## src/rtl/pipe_skid_buf.sv

```systemverilog
// Two-entry registered skid buffer: main drives the output, skid absorbs one extra beat.
// Latency 1 cycle; in_ready_o/out_valid_o/count_o are flops, so no input-to-output combinational path.
module pipe_skid_buf #(
  parameter int DWIDTH = 32
) (
  input  logic              clk,
  input  logic              rst,
  input  logic              flush_i,
  input  logic              in_valid_i,
  input  logic [DWIDTH-1:0] in_data_i,
  output logic              in_ready_o,
  output logic              out_valid_o,
  output logic [DWIDTH-1:0] out_data_o,
  input  logic              out_ready_i,
  output logic [1:0]        count_o
);

  typedef enum logic [1:0] {
    EMPTY = 2'd0,
    BUSY  = 2'd1,
    FULL  = 2'd2
  } state_t;

  state_t            state;
  logic [DWIDTH-1:0] skid;
  logic              in_xfer;
  logic              out_xfer;

  assign in_xfer  = in_valid_i & in_ready_o;
  assign out_xfer = out_valid_o & out_ready_i;

  // Status outputs are updated alongside the state so they always match it.
  always_ff @(posedge clk) begin
    if (rst) begin
      state       <= EMPTY;
      in_ready_o  <= 1'b1;
      out_valid_o <= 1'b0;
      count_o     <= 2'd0;
      out_data_o  <= '0;
      skid        <= '0;
    end else if (flush_i) begin
      // out_data_o deliberately keeps its last value; only occupancy is dropped.
      state       <= EMPTY;
      in_ready_o  <= 1'b1;
      out_valid_o <= 1'b0;
      count_o     <= 2'd0;
    end else begin
      case (state)
        EMPTY: begin
          if (in_xfer) begin
            out_data_o  <= in_data_i;
            state       <= BUSY;
            out_valid_o <= 1'b1;
            count_o     <= 2'd1;
          end
        end
        BUSY: begin
          if (in_xfer && out_xfer) begin
            out_data_o <= in_data_i;
          end else if (in_xfer) begin
            skid       <= in_data_i;
            state      <= FULL;
            in_ready_o <= 1'b0;
            count_o    <= 2'd2;
          end else if (out_xfer) begin
            state       <= EMPTY;
            out_valid_o <= 1'b0;
            count_o     <= 2'd0;
          end
        end
        FULL: begin
          if (out_xfer) begin
            out_data_o <= skid;
            state      <= BUSY;
            in_ready_o <= 1'b1;
            count_o    <= 2'd1;
          end
        end
        default: begin
          state       <= EMPTY;
          in_ready_o  <= 1'b1;
          out_valid_o <= 1'b0;
          count_o     <= 2'd0;
        end
      endcase
    end
  end

endmodule

```

## config.mk

```make
export PLATFORM = sky130hd
export DESIGN_NAME = pipe_skid_buf
export DESIGN_NICKNAME = d
export VERILOG_FILES = /design/src/rtl/pipe_skid_buf.sv
export SDC_FILE = /design/constraint.sdc
export NUM_CORES = 1
export LEC_CHECK = 0
export ABC_AREA = 1
export CORE_MARGIN = 5
export CORE_UTILIZATION = 52
export CTS_BUF_LIST = sky130_fd_sc_hd__clkbuf_2
export CTS_CLUSTER_SIZE = 14
export DETAILED_ROUTE_END_ITERATION = 6
export PLACE_DENSITY = 0.81
export SETUP_SLACK_MARGIN = 0.4
export SYNTH_ARGS = -nofsm -noshare
export SYNTH_HDL_FRONTEND = slang
export SYNTH_SLANG_ARGS = --single-unit
```

## constraint.sdc

```tcl
create_clock -name clk -period 1.6 [get_ports clk]
set_input_delay 0.16 -clock clk [delete_from_list [all_inputs] [get_ports clk]]
set_output_delay 0.16 -clock clk [all_outputs]
set_load 0.005 [all_outputs]
```

==> key figures, run 1 <==
Die
  • Top Ports: 73
  • Die Ht: 88.1 um
  • Die area: 0.00777 mm2
  • Area of the core: 0.00592 mm2
  • Initial core utilization: 53.6%
  • FP Rows: 28
  • Die X-Extent: 88.1 um

STA
  • Setup tns final: 0 ns
  • Min Tclk post-route: 1.57 ns
  • RSZ-0062 raised after global routing: true
  • Final period utilization: 97.9%
  • Post-route setup slack: 0.0343 ns
  • Pins over their slew limit: 0
  • Max Fclk: 639 MHz
  • Max-slew headroom: 73.8%
  • Slew @ Worst Pin: 0.389 ns
  • Worst Skew: 0.0379 ns
  • Final Hold Viols: 0
  • Final Setup Violations: 0

Logic synthesis
  • Synth Net Count: 528
  • Count leader, synth: nand2_1
  • Post-synthesis simple-gate area fraction: 40.2%
  • Post-synthesis adder-cell area fraction: 0%
  • Predominant post-synthesis flop cell: dfxtp_1
  • Area leader, netlist: dfxtp_1
  • Count of flip-flops with a built-in enable after synthesis: 0
  • Post-synth ARST share: 0%
  • XOR/XNOR Fraction of Synth Area: 0%
  • Netlist Area Pre-Place: 0.00317 mm2
  • Yosys Warn Count: 0
  • Ranking of synthesized cells by area: dfxtp_1 43%, nand2_1 20%, nand3_1 10%, nor2_1 8.0%, a21oi_1 5.7%
  • Sequential area share after synthesis: 42.9%
  • Synth cell count leaders: 173 x nand2_1, 68 x dfxtp_1, 68 x nor2_1
  • Synth Area in Compound Gates: 6.42%
  • Distinct cells, synth: 18
  • Multiplexer share of the synthesized area: 0%
  • Post-synthesis register bit count: 68
  • Post-Synthesis Cells: 491
  • Post-synthesis area per instance: 6.46 um2
  • Main combinational cell family by area after synthesis: simple AND/OR/NAND/NOR gates
  • Area fraction of the dominant cell type after synthesis: 42.9%

Route
  • Number of vias per cell: 6.13
  • DRC Markers: 25
  • Detailed Route WL: 14100 um
  • Initial DRC count: 548
  • Via count: 4139
  • Routed WL per cell: 20.9 um
  • Drt pass-1 iters: 7
  • Post-route ant nets: 0

Hold path
  • HP Class: input port to register

Finish
  • Total inserted antenna cells: 0
  • FILL cells: 316
  • NumNets Final: 632
  • Area delta synth->final: 56.5%
  • Layout cells sized above 1: 39.0%
  • Post-Layout Cell Count: 675
  • Design Area, Final: 0.00497 mm2

GRT
  • Total gr overflow: 0
  • Pin count of the biggest net entering global routing: 33
  • Vias in the first global route: 3653
  • Initial antenna violation count: 0
  • GRT Total Usage: 30.1%
  • Global-route wire length before repair: 17800 um

CTS
  • Worst-path clk slew: 0.22 ns
  • Max clock buf depth: 2
  • Clock Sinks: 68
  • Clk root buf: clkbuf_2
  • Cts bufs inserted: 9
  • Clk Latency, worst-skew pair: 0.54 ns
  • H-tree depth: 3
  • Hold buffer count at cts: 0
  • CTS tree: built

Placed design
  • Placed Area: 0.00399 mm2
  • Dpl cells: 624
  • Placer Congestion: 0.827
  • Detailed Place HPWL: 5600 um
  • Port bufs: 72
  • Place WS: 0.00842 ns

Power and ir drop
  • Power Total: 3.53 mW
  • Peak VDD IR: 0.587 mV
  • Pwr Density: 710 mW/mm2
  • Static leakage: 2.26 nW

Setup path
  • Endpoint type of the worst setup path: register
  • CP arrival: 2.04 ns
  • Worst setup SP type: register
  • Critical Path RT: 2.07 ns
  • Worst Path Class, Setup: register to register
  • Max Fanout on Critical Path: 8

Run status
  • Failing checks: design-rule violations
  • Status: finished with violations

Run
  • Max Cap Violations: 0
==> metrics by stage <==
stage	util (%)	hold slack (ns)
2_1_floorplan	-	0.317
3_3_place_gp	67.4	0.447
3_5_place_dp	67.4	0.452
4_1_cts	77.0	0.233
5_1_grt	83.9	0.231
6_report	83.9	0.217
==> report_power, final <==
part	switching, mW	leakage [nW]	internal, mW
sequential	0.0514	0.568	1.78
combinational	0.447	1.63	0.375
clock	0.649	0.0634	0.222
==> state kept, by name, indices dropped and copies added (netlist names) <==
register and count:
out_data_o 32, skid 32, state 2, in_ready_o 1, out_valid_o 1
==> critical path, cell delays in order (launching register included) <==
cell     delay (ns)
dfxtp_2        0.38
buf_4          0.13
nand2_2        0.08
inv_2          0.13
nor2_4         0.05
buf_4          0.16
nand2_8        0.13
buf_16         0.17
nand2_1        0.14
a21oi_2        0.15
==> cell type report <==
cell class | instances | area (um2) | share of cell area [%]
Clock buffer | 13 | 65.1 | 1.31
Clock inverter | 3 | 13.8 | 0.277
Inverter | 39 | 149 | 3.00
Multi-Input combinational cell | 352 | 1920 | 38.6
Sequential cell | 68 | 1410 | 28.4
Tap cell | 75 | 93.8 | 1.89
Timing Repair Buffer | 125 | 1320 | 26.5
==> logic make-up (layout without fill, tap and decap cells) <==
group,count (synthesis),after routing
compound gates,40,40
buf+inv,71,180
simple gates,312,312
flops,68,68
==> final timing paths <==
kind	startpoint	to	slack (ns)	cells past startpoint
setup / recovery	out_valid_o	skid[11]	0.03	9
hold / removal	in_data_i[20]	skid[20]	0.22	3
setup reg to reg	out_valid_o	skid[11]	0.03	9
hold reg to reg	skid[10]	skid[10]	0.49	2
==> repair_timing <==
item	4_1_cts	5_1_grt
resized for setup	259	71
endpoints found under the setup margin	102	85
pin swaps	16	11
buffers inserted	18	8
hold endpoints to repair	0	0
cloned	7	2
==> cells in the final DEF, fill, tap and decap left out, drive strengths merged <==
| cell type | netlist | routed |
|---|---|---|
| buf | 22 | 87 |
| clkinv | 0 | 3 |
| clkbuf | 10 | 15 |
| nor2 | 70 | 70 |
| inv | 39 | 39 |
| nor3 | 1 | 1 |
| dfxtp | 68 | 68 |
| o21ai | 3 | 3 |
| nand3 | 66 | 66 |
| nand2 | 175 | 175 |
| clkdlybuf4s50 | 0 | 36 |
| a21oi | 37 | 37 |
==> layer usage <==
layer | share of wire, % | GRT usage (%) | up-vias
li1 | - | - | 1737
met1 | 33 | 35.6 | 1846
met2 | 46 | 51.4 | 418
met3 | 12 | 6.40 | 138
met4 | 8.1 | 15.4 | 0
met5 | 0 | 0 | -
(Power assumes the default switching activity.)
==> run 2: changes to the inputs <==
--- a/config.mk
+++ b/config.mk
@@ -6,7 +6,6 @@
 export NUM_CORES = 1
 export LEC_CHECK = 0
 export ABC_AREA = 1
-export CORE_MARGIN = 5
 export CORE_UTILIZATION = 52
 export CTS_BUF_LIST = sky130_fd_sc_hd__clkbuf_2
 export CTS_CLUSTER_SIZE = 14
==> run 2 against run 1 <==
The run now ends clean. Combinational power decreased by 3.5%. First-iteration DRC count decreased by 19%. Sequential share of layout area increased by 0.99 points. Critical path type unchanged. Highest routed layer unchanged.
==> key figures, run 2 (synthesis gave the netlist of run 1 again) <==
Placed design
  • Detailed Place HPWL: 5150 um (-8.1%)
  • Dpl cells: 628 (+0.64%)
  • Placer Congestion: 0.845 (+2.2%)
  • Port bufs: 72 (unchanged)

CTS
  • Clock Sinks: 68 (unchanged)
  • Hold buffer count at cts: 0 (unchanged)
  • CTS tree: built
  • Clk root buf: clkbuf_2
  • H-tree depth: 3 (unchanged)
  • Cts bufs inserted: 9 (unchanged)
  • Worst-path clk slew: 0.20 ns (-0.02 ns)
  • Clk Latency, worst-skew pair: 0.53 ns (about the same)
  • Max clock buf depth: 2 (unchanged)

Power and ir drop
  • Peak VDD IR: 0.479 mV (-18%)
  • Power Total: 3.44 mW (-2.6%)
  • Static leakage: 2.24 nW (-0.61%)
  • Pwr Density: 716 mW/mm2 (+0.83%)

Finish
  • Total inserted antenna cells: 0 (unchanged)
  • Commonest non-fill, non-tap cell in the layout: nand2_1
  • Top flop regs: out_data_o: 32 flops, skid: 32 flops, state: 2 flops
  • Layout cells sized above 1: 35.5% (-3.5 points)
  • Commonest cells after routing, fill and taps aside: 132 x nand2_1, 65 x nand3_1, 59 x nor2_1
  • Area delta synth->final: 51.2%
  • NumNets Final: 630 (-0.32%)
  • Post-Layout Cell Count: 672 (-0.44%)

Setup path
  • Crit-path slowest cell: dfxtp_2
  • Reg-to-reg slack, setup: 0.08 ns (+0.04 ns)
  • CP arrival: 1.96 ns (-0.08 ns)
  • Critical path, cell by cell: buf_6 -> nand2_4 -> inv_6 -> nor2_4 -> nand2_4 -> buf_12 -> nand2_1 -> a21oi_1
  • Reg2reg path depth: 8 (-1)
  • Endpoint type of the worst setup path: register
  • Max incr delay on CP: 0.37 ns (about the same)
  • Worst setup SP type: register
  • Critical Path RT: 2.03 ns (-0.04 ns)
  • Top cell by count, worst path: nand2_4
  • FF-to-FF End: skid[24]
  • Worst Path Class, Setup: register to register
  • Max Fanout on Critical Path: 7 (-1)
  • R2R Path Start: out_valid_o

STA
  • Min Tclk post-route: 1.52 ns (-0.0430 ns)
  • Slew @ Worst Pin: 0.375 ns (-0.0146 ns)
  • Final Setup Violations: 0 (unchanged)
  • Pins over their slew limit: 0 (unchanged)
  • Final period utilization: 95.2% (-2.7 points)
  • Max Fclk: 657 MHz (+2.8%)
  • Final Hold Viols: 0 (unchanged)
  • RSZ-0062 raised after global routing: true
  • Setup tns final: 0 ns (unchanged)
  • Final hold slack: 0.228 ns (+0.0116 ns)
  • Worst Skew: 0.0180 ns (-0.0199 ns)
  • Max-slew headroom: 75.0% (+1.2 points)

Die
  • Die X-Extent: 80.1 um (-9.1%)
  • Top Ports: 73 (unchanged)
  • Die Ht: 80.1 um (-9.1%)
  • Initial core utilization: 53.6% (unchanged)
  • FP Rows: 28 (unchanged)
  • Area of the core: 0.00592 mm2 (unchanged)
  • Die area: 0.00642 mm2 (-17%)

Route
  • Number of vias per cell: 5.86 (-4.5%)
  • Post-route ant nets: 0 (unchanged)
  • Detailed Route WL: 11900 um (-16%)
  • Via count: 3935 (-4.9%)
  • DRC Markers: 0 (-100%)
  • Routed WL per cell: 17.6 um (-16%)
  • Drt pass-1 iters: 7 (unchanged)
  • Initial DRC count: 442 (-19%)

Run
  • Max Cap Violations: 0 (unchanged)

GRT
  • Total gr overflow: 0 (unchanged)
  • Global-route wire length before repair: 14900 um (-16%)
  • Initial antenna violation count: 0 (unchanged)
  • Vias in the first global route: 3234 (-11%)
  • Pin count of the biggest net entering global routing: 37 (+12%)
  • GRT Total Usage: 30.2% (+0.11 points)

Hold path
  • HP Class: input port to register
  • Hold worst-path end: skid[13]
  • Hold depth: 3 (unchanged)
  • Hold Path Origin: in_data_i[13]

Run status
  • Status: complete, no violations
==> run 2: changes by cell type in the layout (fill, tap and decap cells not counted), moves of 6 or more <==
cell,before,now
a21oi_1,10,20
a21oi_2,25,16
buf_2,25,34
buf_4,28,22
nand3_1,56,65
nand3_2,10,1
==> run 2: power breakdown <==
group	switching (mW)	total (mW)	internal [mW]
Clock	0.638	0.818	0.180
Sequential	0.0426	1.83	1.78
Combinational	0.418	0.792	0.374
Total	1.10	3.44	2.34
==> run 2: layout make-up <==
cell class	instances	area (um2)
Multi-Input combinational cell	352	1800
Sequential cell	68	1410
Timing Repair Buffer	123	1260
Fill cell	347	1120
Inverter	39	164
Tap cell	75	93.8
Clock buffer	10	50.0
Clock inverter	5	20.0
==> run 2: per-layer routing <==
layer	global-route usage (%)	vias up	routed length (um)
met3	4.77	68	1220
met4	16.4	0	611
met5	0	-	0
met1	37.2	1791	4500
li1	-	1736	-
met2	50.4	340	5530
==> run 2: worst max-delay path by stage <==
stage                 from              to  slack (ns)  cells after the start
4_1_cts        out_valid_o     out_valid_o        0.25                      3
3_3_place_gp   out_ready_i  out_data_o[17]        0.08                      9
6_report       out_valid_o        skid[24]        0.08                      8
2_1_floorplan     state[1]  out_data_o[10]        0.41                      7
5_1_grt        out_valid_o  out_data_o[21]       0.007                     10
3_5_place_dp   out_ready_i  out_data_o[29]        0.03                     10
==> run 2: worst max-delay path: cells and delay by family (launching register included) <==
kind                   cells  cell delay [ns]
AOI/OAI and AO/OA          1             0.10
buffers and inverters      3             0.36
DFF                        1             0.37
and+or+nand+nor            4             0.59
==> run 2: per-stage QoR <==
step / util [%] / setup slack [ns] / instance area [um2]
final: 81.1 / 0.0773 / 4800
after detailed placement: 67.9 / 0.0291 / 4020
after global placement: 67.9 / 0.0783 / 4020
after global routing: 81.1 / 0.00705 / 4800
after floorplan: - / 0.410 / 3180
after CTS: 73.7 / 0.250 / 4360
==> run 2: repair_timing <==
| item | CTS | global route |
|---|---|---|
| cloned | 5 | 6 |
| endpoints found under the setup margin | 103 | 70 |
| pin swaps | 9 | 13 |
| buffers inserted | 16 | 2 |
| resized for setup | 227 | 80 |
